==> config.mk <==
export PLATFORM = sky130hd
export DESIGN_NAME = instr_fetch_ctrl
export DESIGN_NICKNAME = d
export VERILOG_FILES = /design/src/rtl/instr_fetch_ctrl_pkg.sv /design/src/rtl/instr_fetch_ctrl_buf.sv /design/src/rtl/instr_fetch_ctrl.sv
export SDC_FILE = /design/constraint.sdc
export NUM_CORES = 1
export LEC_CHECK = 0
export CORE_ASPECT_RATIO = 1.25
export CORE_UTILIZATION = 45
export DETAILED_ROUTE_END_ITERATION = 7
export GPL_TIMING_DRIVEN = 0
export HOLD_SLACK_MARGIN = 0.03
export PLACE_DENSITY = 0.7
export REMOVE_ABC_BUFFERS = 1
export SYNTH_ARGS = -nofsm -noshare
export SYNTH_HDL_FRONTEND = slang
export SYNTH_SLANG_ARGS = --single-unit
export TNS_END_PERCENT = 10
==> constraint.sdc <==
create_clock -name clk -period 6.3 [get_ports clk]
set_clock_uncertainty 0.15 [all_clocks]
set_input_delay 0.63 -clock clk [delete_from_list [all_inputs] [get_ports clk]]
set_output_delay 0.63 -clock clk [all_outputs]
set_load 0.01 [all_outputs]
==> src/rtl/instr_fetch_ctrl_pkg.sv <==
// Shared definitions for the instruction fetch controller: FSM encoding,
// PC step and output-buffer depth.
package instr_fetch_ctrl_pkg;

  typedef enum logic [1:0] {
    ST_RUN   = 2'd0,
    ST_HOLD  = 2'd1,
    ST_FLUSH = 2'd2
  } fetch_state_t;

  localparam logic [31:0] PC_INC    = 32'd4;
  localparam int          BUF_DEPTH = 2;

endpackage

==> src/rtl/instr_fetch_ctrl_buf.sv <==
// Two-entry {instr, pc} output FIFO for the fetch controller; flush empties it
// and overrides any push or pop in the same cycle.
module fetch_buf
  import instr_fetch_ctrl_pkg::*;
#(
  parameter int DATA_WIDTH = 32
) (
  input  logic                  clk,
  input  logic                  reset,
  input  logic                  flush,
  input  logic                  push,
  input  logic [DATA_WIDTH-1:0] push_instr,
  input  logic [31:0]           push_pc,
  input  logic                  pop,
  output logic                  head_valid,
  output logic [DATA_WIDTH-1:0] head_instr,
  output logic [31:0]           head_pc,
  output logic [1:0]            count
);

  logic [DATA_WIDTH-1:0] instr_reg [BUF_DEPTH];
  logic [31:0]           pc_reg    [BUF_DEPTH];
  logic                  wr_ptr_reg;
  logic                  rd_ptr_reg;
  logic [1:0]            count_reg;
  logic                  do_push;
  logic                  do_pop;

  always_comb begin
    do_pop  = pop && !flush && (count_reg != 2'd0);
    do_push = push && !flush && ((count_reg != 2'(BUF_DEPTH)) || do_pop);
  end

  always_ff @(posedge clk) begin
    if (do_push) begin
      instr_reg[wr_ptr_reg] <= push_instr;
      pc_reg[wr_ptr_reg]    <= push_pc;
    end
  end

  always_ff @(posedge clk) begin
    if (reset || flush) begin
      wr_ptr_reg <= 1'b0;
      rd_ptr_reg <= 1'b0;
      count_reg  <= 2'd0;
    end else begin
      if (do_push) wr_ptr_reg <= ~wr_ptr_reg;
      if (do_pop)  rd_ptr_reg <= ~rd_ptr_reg;
      count_reg <= count_reg + {1'b0, do_push} - {1'b0, do_pop};
    end
  end

  // Masking keeps the head at zero whenever the buffer is empty.
  always_comb begin
    head_valid = (count_reg != 2'd0);
    head_instr = head_valid ? instr_reg[rd_ptr_reg] : '0;
    head_pc    = head_valid ? pc_reg[rd_ptr_reg] : '0;
    count      = count_reg;
  end

endmodule

==> src/rtl/instr_fetch_ctrl.sv <==
// Instruction fetch controller: issues word reads to a 1-cycle synchronous
// memory, tags them with an epoch, and queues responses in fetch_buf.
module instr_fetch_ctrl
  import instr_fetch_ctrl_pkg::*;
#(
  parameter int          ADDR_WIDTH = 10,
  parameter int          DATA_WIDTH = 32,
  parameter logic [31:0] RESET_PC   = 32'h0000_0000
) (
  input  logic                  clk,
  input  logic                  reset,
  input  logic                  enable,
  input  logic                  redirect_valid,
  input  logic [31:0]           redirect_pc,
  output logic [ADDR_WIDTH-1:0] imem_addr,
  input  logic [DATA_WIDTH-1:0] imem_data,
  output logic                  instr_valid,
  output logic [DATA_WIDTH-1:0] instr,
  output logic [31:0]           instr_pc,
  input  logic                  instr_ready
);

  fetch_state_t          state_reg, state_next;
  logic [31:0]           fetch_pc_reg;
  logic [31:0]           fetch_pc_next;
  logic [ADDR_WIDTH-1:0] imem_addr_reg;
  logic                  inflight_reg;
  logic [31:0]           inflight_pc_reg;
  logic                  inflight_epoch_reg;
  logic                  epoch_reg;
  logic [1:0]            buf_count;
  logic [2:0]            credit;
  logic                  pop;
  logic                  push;
  logic                  issue;

  // Credit counts buffered plus in-flight words, less the one leaving this cycle.
  always_comb begin
    pop           = instr_valid && instr_ready;
    push          = inflight_reg && (inflight_epoch_reg == epoch_reg);
    credit        = {1'b0, buf_count} + {2'b00, inflight_reg} - {2'b00, pop};
    issue         = !reset && enable && !redirect_valid && (credit < 3'(BUF_DEPTH));
    fetch_pc_next = fetch_pc_reg + PC_INC;
  end

  always_comb begin
    state_next = state_reg;
    if (redirect_valid) begin
      state_next = ST_FLUSH;
    end else if (state_reg == ST_FLUSH) begin
      state_next = ST_RUN;
    end else begin
      state_next = issue ? ST_RUN : ST_HOLD;
    end
  end

  always_ff @(posedge clk) begin
    if (reset) begin
      state_reg          <= ST_RUN;
      fetch_pc_reg       <= RESET_PC;
      imem_addr_reg      <= RESET_PC[ADDR_WIDTH+1:2];
      inflight_reg       <= 1'b0;
      inflight_pc_reg    <= '0;
      inflight_epoch_reg <= 1'b0;
      epoch_reg          <= 1'b0;
    end else begin
      state_reg <= state_next;
      if (redirect_valid) begin
        fetch_pc_reg  <= redirect_pc & ~32'd3;
        imem_addr_reg <= redirect_pc[ADDR_WIDTH+1:2];
        inflight_reg  <= 1'b0;
        epoch_reg     <= ~epoch_reg;
      end else if (issue) begin
        // imem_addr always mirrors fetch_pc, so the memory sees the word being issued.
        fetch_pc_reg       <= fetch_pc_next;
        imem_addr_reg      <= fetch_pc_next[ADDR_WIDTH+1:2];
        inflight_reg       <= 1'b1;
        inflight_pc_reg    <= fetch_pc_reg;
        inflight_epoch_reg <= epoch_reg;
      end else begin
        inflight_reg <= 1'b0;
      end
    end
  end

  assign imem_addr = imem_addr_reg;

  fetch_buf #(
    .DATA_WIDTH(DATA_WIDTH)
  ) u_buf (
    .clk        (clk),
    .reset      (reset),
    .flush      (redirect_valid),
    .push       (push),
    .push_instr (imem_data),
    .push_pc    (inflight_pc_reg),
    .pop        (pop),
    .head_valid (instr_valid),
    .head_instr (instr),
    .head_pc    (instr_pc),
    .count      (buf_count)
  );

endmodule

=== Word level (Yosys, flattened, before mapping) ===
Memories as Yosys holds them, arrays and structs flattened. A register that Yosys moved wholly into a read port is not among the register bits.
Cells that the tools add are included.

* Register bits after elaboration: 81
* RAM bits: 128
* Input bits: 69
* Output and inout port bits: 75
* Memories: 2

* Add/subtract/negate cells: 5
* Magnitude comparators: 1
* Equal/unequal tests: 2
* Muxes and demuxes: 13
* Bitwise gates (word level): 4
* Reduce and logical (&&, ||, !) cells: 17

{| class="wikitable"
|+ Memories
! name !! words !! bits a word !! rd ports !! clocked after memory_dff !! write ports !! line !! source
|-
| u_buf.instr_reg || 2 || 32 || 1 || 1 || 1 || instr_fetch_ctrl_buf.sv:21 || <nowiki>logic [DATA_WIDTH-1:0] instr_reg [BUF_DEPTH];</nowiki>
|-
| u_buf.pc_reg || 2 || 32 || 1 || 1 || 1 || instr_fetch_ctrl_buf.sv:22 || <nowiki>logic [31:0] pc_reg [BUF_DEPTH];</nowiki>
|}

{| class="wikitable"
|+ Operators by type and width
! kind !! number
|-
| 2-to-1 mux 32 bit || 4
|-
| adder 32 x 3 -> 32 bit (second input constant) || 1
|-
| 2-to-1 mux 10 bit || 2
|-
| logical AND 1 bit || 9
|-
| 2-to-1 mux 1 bit || 7
|-
| inverter 1 bit || 4
|-
| nonzero test 2 bit || 2
|-
| adder 2 x 1 -> 3 bit || 1
|-
| less-than comparator 3 x 2 -> 1 bit (second input constant) || 1
|-
| subtractor 3 x 1 -> 3 bit || 1
|-
| adder 2 x 1 -> 2 bit || 1
|-
| zero test 1 bit || 2
|-
| logical OR 1 bit || 2
|-
| inequality test 2 bit (second input constant) || 1
|-
| AND reduction 2 bit || 1
|-
| OR reduction 2 bit || 1
|-
| subtractor 2 x 1 -> 2 bit || 1
|-
| == test 1 bit || 1
|}

=== Depth between registers and ports, before layout ===
* Depth in word-level cells: 8
* Gate-level depth with buffers: 14
* Depth with buffers taken out: 12

=== By module ===
Synthesis repeated with hierarchy kept, for this count alone.

* Cell total of the unflattened synthesis: 703
* Area, all modules: 8211.6 um^2

{| class="wikitable"
|+ Modules (own cells, without submodules)
! module !! times used !! cells an instance !! area an instance (um^2) !! sequential area each (um^2)
|-
| fetch_buf || 1 || 299 || 5092.4 || 3943.8
|-
| instr_fetch_ctrl || 1 || 404 || 3119.2 || 1261.2
|}

=== Worst setup path before layout ===
OpenSTA, ideal clock, no wires.

* Kind: input -> register
* Start: in instr_ready
* End: mem u_buf.instr_reg[0][0] (enable)
* Library setup time: 490 ps
* Arrival time: 4137 ps
* Slack: 1524 ps
* Cell stages on the path: 3
* Path through: nor2_1 a2111oi_1 nor2b_1

* Cells in the longest elaborated chain, start to end: 7

{| class="wikitable"
|+ Ends and longest elaborated chain
! item !! line !! source
|-
| start, declared || instr_fetch_ctrl.sv:20 || <nowiki>input logic instr_ready</nowiki>
|-
| logical AND 1 bit || instr_fetch_ctrl.sv:39 || <nowiki>pop = instr_valid && instr_ready;</nowiki>
|-
| logical AND 1 bit (2 in series) || instr_fetch_ctrl_buf.sv:30 || <nowiki>do_pop = pop && !flush && (count_reg != 2'd0);</nowiki>
|-
| logical OR 1 bit || instr_fetch_ctrl_buf.sv:31 || <nowiki>do_push = push && !flush && ((count_reg != 2'(BUF_DEPTH)) || do_pop);</nowiki>
|-
| logical AND 1 bit || instr_fetch_ctrl_buf.sv:31 ||
|-
| net u_buf.do_push || instr_fetch_ctrl_buf.sv:26 || <nowiki>logic do_push;</nowiki>
|-
| 2-to-1 mux 1 bit || instr_fetch_ctrl_buf.sv:35 || <nowiki>if (do_push) begin</nowiki>
|-
| 2-to-1 mux 1 bit (not written as such) || instr_fetch_ctrl_buf.sv:36 || <nowiki>instr_reg[wr_ptr_reg] <= push_instr;</nowiki>
|-
| end, declared || instr_fetch_ctrl_buf.sv:21 ||
|}

The timed path passes the listed nets, and every way through them passes these cells.

=== Worst setup path after layout ===
* Start: reg u_buf.count_reg[1] (netlist: u_buf.count[1])
* End: reg fetch_pc_reg[18]

* Cells in the longest elaborated chain, start to end: 6
* Elaborated cells between the ends (all ways): 7
* Classes of those cells: 2 x add/sub; 1 x order compare; 4 x reduce/logical

{| class="wikitable"
|+ Ends and longest elaborated chain
! item !! line !! source
|-
| start, declared || instr_fetch_ctrl_buf.sv:25 || <nowiki>logic [1:0] count_reg;</nowiki>
|-
| start signal, assigned || instr_fetch_ctrl_buf.sv:49 || <nowiki>count_reg <= count_reg + {1'b0, do_push} - {1'b0, do_pop};</nowiki>
|-
| parallel branches: the longest is 2 deep, another holds adder 2 x 1 -> 3 bit || - ||
|-
| subtractor 3 x 1 -> 3 bit (*) || instr_fetch_ctrl.sv:41 || <nowiki>credit = {1'b0, buf_count} + {2'b00, inflight_reg} - {2'b00, pop};</nowiki>
|-
| less-than comparator 3 x 2 -> 1 bit (*) || instr_fetch_ctrl.sv:42 || <nowiki>issue = !reset && enable && !redirect_valid && (credit < 3'(BUF_DEPTH));</nowiki>
|-
| logical AND 1 bit (*) || instr_fetch_ctrl.sv:42 ||
|-
| nonzero test 2 bit (no source line) (*) || - ||
|-
| end signal, assigned || instr_fetch_ctrl.sv:69 || <nowiki>fetch_pc_reg <= redirect_pc & ~32'd3;</nowiki>
|-
| end signal, assigned || instr_fetch_ctrl.sv:75 || <nowiki>fetch_pc_reg <= fetch_pc_next;</nowiki>
|-
| end, declared || instr_fetch_ctrl.sv:24 || <nowiki>logic [31:0] fetch_pc_reg;</nowiki>
|}

Mark *: on every way between the ends.
A chain may end at the register's enable or synchronous reset.

==> results.json <==
{
  "nets": 862,
  "crit_family": "simple AND/OR/NAND/NOR gates",
  "antenna_violating_nets_left": 0,
  "cts_buffers": 17,
  "postSynthRegisterBits": 192,
  "period_share_pct": 81.0,
  "critical_path_arrival_ps": 5310,
  "die-area_um2": 18100,
  "drive_above_1_share_pct": 6.12,
  "post-route-min-period_ps": 5110,
  "worstSkewPairLatency_ps": 420,
  "report.final.setup_viol": 0,
  "antenna_violations_before_repair": 0,
  "max_freq_ghz": 0.196,
  "top_level_ports": 144,
  "syn-mean-instance-area_um2": 11.7,
  "worst-endpoint-required_ps": 6500,
  "cp_cell_instances": "nor2_4 > inv_1 > and2_1 > ha_1 > nand2b_1 > fa_1 > nand4bb_1 > nand2b_2 > inv_2 > nand4_1 > or3_1 > a31oi_1",
  "flip_flop_count_of_the_largest_register_after_layout": 64,
  "drc_errors": 0,
  "post_drt_via_cell_ratio": 5.37,
  "most_common_flop_cell_mapped_by_yosys": "edfxtp_1",
  "p_sw_w": 0.000556,
  "drt-initial-drc-count": 481,
  "tritoncts": "yes",
  "synth.cell_area_um2": 7880,
  "placement_rows": 53,
  "totalWireLength_um": 16400,
  "synth_enable_flop_cells": 124,
  "slew_violations": 0,
  "cts.sinks": 192,
  "rsz_0062_raised_after_global_routing": "false",
  "worstPathMaxFanout": 47,
  "global_route_wire_length_before_repair_um": 25700,
  "ir_drop_mv": 0.193,
  "max_cap_violations": 0,
  "ctsResizeCount": 0,
  "placedCellCount": 989,
  "hold_violations": 0,
  "core_area_um2": 17000,
  "hold_slack_ps": 300,
  "share_seq_of_total_power_pct": 53.6,
  "post_drt_wl_per_cell_um": 16.1,
  "gp_routability_congestion": 0.830,
  "clock_power_share_pct": 40.7,
  "cp-end-kind": "flop",
  "postSynth.asyncResetShare_pct": 0,
  "power.density_nw_per_um2": 256,
  "slowest_stage_delay_on_critical_path_ps": 760,
  "synth_cell_type_count": 47,
  "finish.cell_count_without_fillers": 1021,
  "critical_path.startpoint_type": "flop",
  "drt-pass1-iter-count": 5,
  "clock_transition_at_the_registers_of_the_reported_paths_ps": 70,
  "place_worst_setup_slack_ps": 1250,
  "initial_util_pct": 46.4,
  "cts.repair_timing.setup_buffer_count": 0,
  "ff_latch_area_um2": 5090,
  "route.vias.total": 5480,
  "timing.final.ws_setup_ps": 1190,
  "global_route.usage.total_pct": 18.5,
  "area_growth_pct": 27.6,
  "grt_start_max_net_pins": 63,
  "port-buffer-count": 139,
  "die_y_um": 150,
  "cp_num_buf_inv": 2,
  "htreeDepth": 4,
  "die_x_um": 120,
  "hpwlAfterDp_um": 10700,
  "hold_path.class": "reg2reg",
  "hold_buf_count_cts": 0,
  "clk_path_buf_depth": 2,
  "setup_tns_ps": 0,
  "critPathKind": "reg2reg",
  "number_of_standard_cells_after_synthesis": 673,
  "synthesis.yosys.warnings": 0,
  "antenna_cells": 0,
  "combPwrFrac_pct": 5.7,
  "fillerInstances": 1411,
  "grt_pass1_vias": 5276,
  "worst_case_headroom_to_the_max_slew_limit_pct": 35.2,
  "internal-power_w": 0.00202,
  "switching_share_pct": 21.6,
  "gr_overflow_total": 0,
  "tightestPinTransition_ps": 970,
  "critPathSlowestCell": "nor2_4",
  "outcome": "finished clean",
  "power.leakage_nw": 3.24,
  "multi_input_comb_area_um2": 2550,
  "synth.yosys.seq_area_share_pct": 64.5,
  "cts_root_buf": "clkbuf_16"
}
## final timing paths
check	slack [ps]	startpoint	cells after the start	endpoint
setup / recovery	1190	u_buf.count[1]	12	fetch_pc_reg[18]
hold / removal	300	inflight_pc_reg[30]	0	u_buf.pc_reg[0][30]
setup reg to reg	1190	u_buf.count[1]	12	fetch_pc_reg[18]
hold reg to reg	300	inflight_pc_reg[30]	0	u_buf.pc_reg[0][30]
## metrics by stage
| stage | power, W | area [µm²] | util [%] |
|---|---|---|---|
| floorplan | 0.00146 | 7650 | - |
| global placement | 0.00155 | 9320 | 54.9 |
| detailed placement | 0.00156 | 9480 | 55.9 |
| CTS | 0.00260 | 10100 | 59.3 |
| global route | 0.00267 | 10100 | 59.3 |
| finish | 0.00258 | 10100 | 59.3 |
## per-layer routing
metal  part of all wire (%)  up-vias  global-route usage, %
li1                       -     2656                      -
met1                     42     2601                   22.5
met2                     50      194                   31.6
met3                    6.0       29                   4.42
met4                    2.1        0                   7.53
met5                      0        -                      0
## cell usage in the layout (no fill, tap or decap), types with 4 or more instances in the layout
cell	synthesis	layout
ha_1	4	4
dfxtp_1	68	67
inv_1	10	10
clkbuf_16	0	18
inv_6	0	7
a21oi_1	50	50
or3_1	5	5
o21ai_0	7	7
mux2i_1	64	64
nor2_1	78	77
a22oi_1	4	4
clkinv_2	0	4
nand3_1	12	12
xnor2_1	9	9
and3_1	5	5
nand2_1	80	80
edfxtp_1	124	124
nor3_1	14	14
nand4_1	8	8
and2_1	14	13
nor4_1	5	5
clkdlybuf4s50_1	0	137
a31oi_1	12	12
o211ai_1	6	6
o22ai_1	7	7
xor2_1	5	5
## layout make-up
class / instances / area share, %
Clock buffer: 19 / 4.61
Clock inverter: 13 / 1.19
Inverter: 11 / 0.410
Multi-Input combinational cell: 421 / 25.3
Sequential cell: 192 / 50.6
Tap cell: 220 / 2.74
Timing Repair Buffer: 145 / 15.1
## cells in the mapped netlist, types with 4 or more instances
cell type	count	area, µm²
a21oi_1	50	250
a22oi_1	4	30.0
a31oi_1	12	75.1
and2_1	14	87.6
and3_1	5	31.3
buf_1	4	15.0
buf_4	12	90.1
clkbuf_1	34	128
dfxtp_1	68	1360
edfxtp_1	124	3720
ha_1	4	50.1
inv_1	10	37.5
mux2i_1	64	641
nand2_1	80	300
nand3_1	12	60.1
nand4_1	8	50.1
nor2_1	78	293
nor3_1	14	70.1
nor4_1	5	31.3
o211ai_1	6	45.0
o21ai_0	7	35.0
o22ai_1	7	43.8
or3_1	5	31.3
xnor2_1	9	78.8
xor2_1	5	43.8
## power by group through the flow
stage | Combinational [W] | Sequential, W | Clock, W
final | 0.000146 | 0.00138 | 0.00105
after global routing | 0.000159 | 0.00138 | 0.00112
after CTS | 0.000147 | 0.00138 | 0.00107
after detailed placement | 0.000147 | 0.00141 | 0
after global placement | 0.000138 | 0.00141 | 0
after floorplan | 0.0000539 | 0.00141 | 0
## cells by family (layout without fill, tap and decap cells)
group | after synthesis | after routing | synth area share (%)
AOI/OAI and AO/OA | 102 | 102 | 7.89
muxes | 64 | 64 | 8.13
xor gates and xnor gates | 14 | 14 | 1.56
other | 1 | 2 | 0.0476
adders and majority gates | 5 | 5 | 0.889
buffers and inverters | 61 | 188 | 3.48
and+or+nand+nor | 234 | 234 | 13.5
DFF | 192 | 192 | 64.5
(Power assumes the default switching activity.)
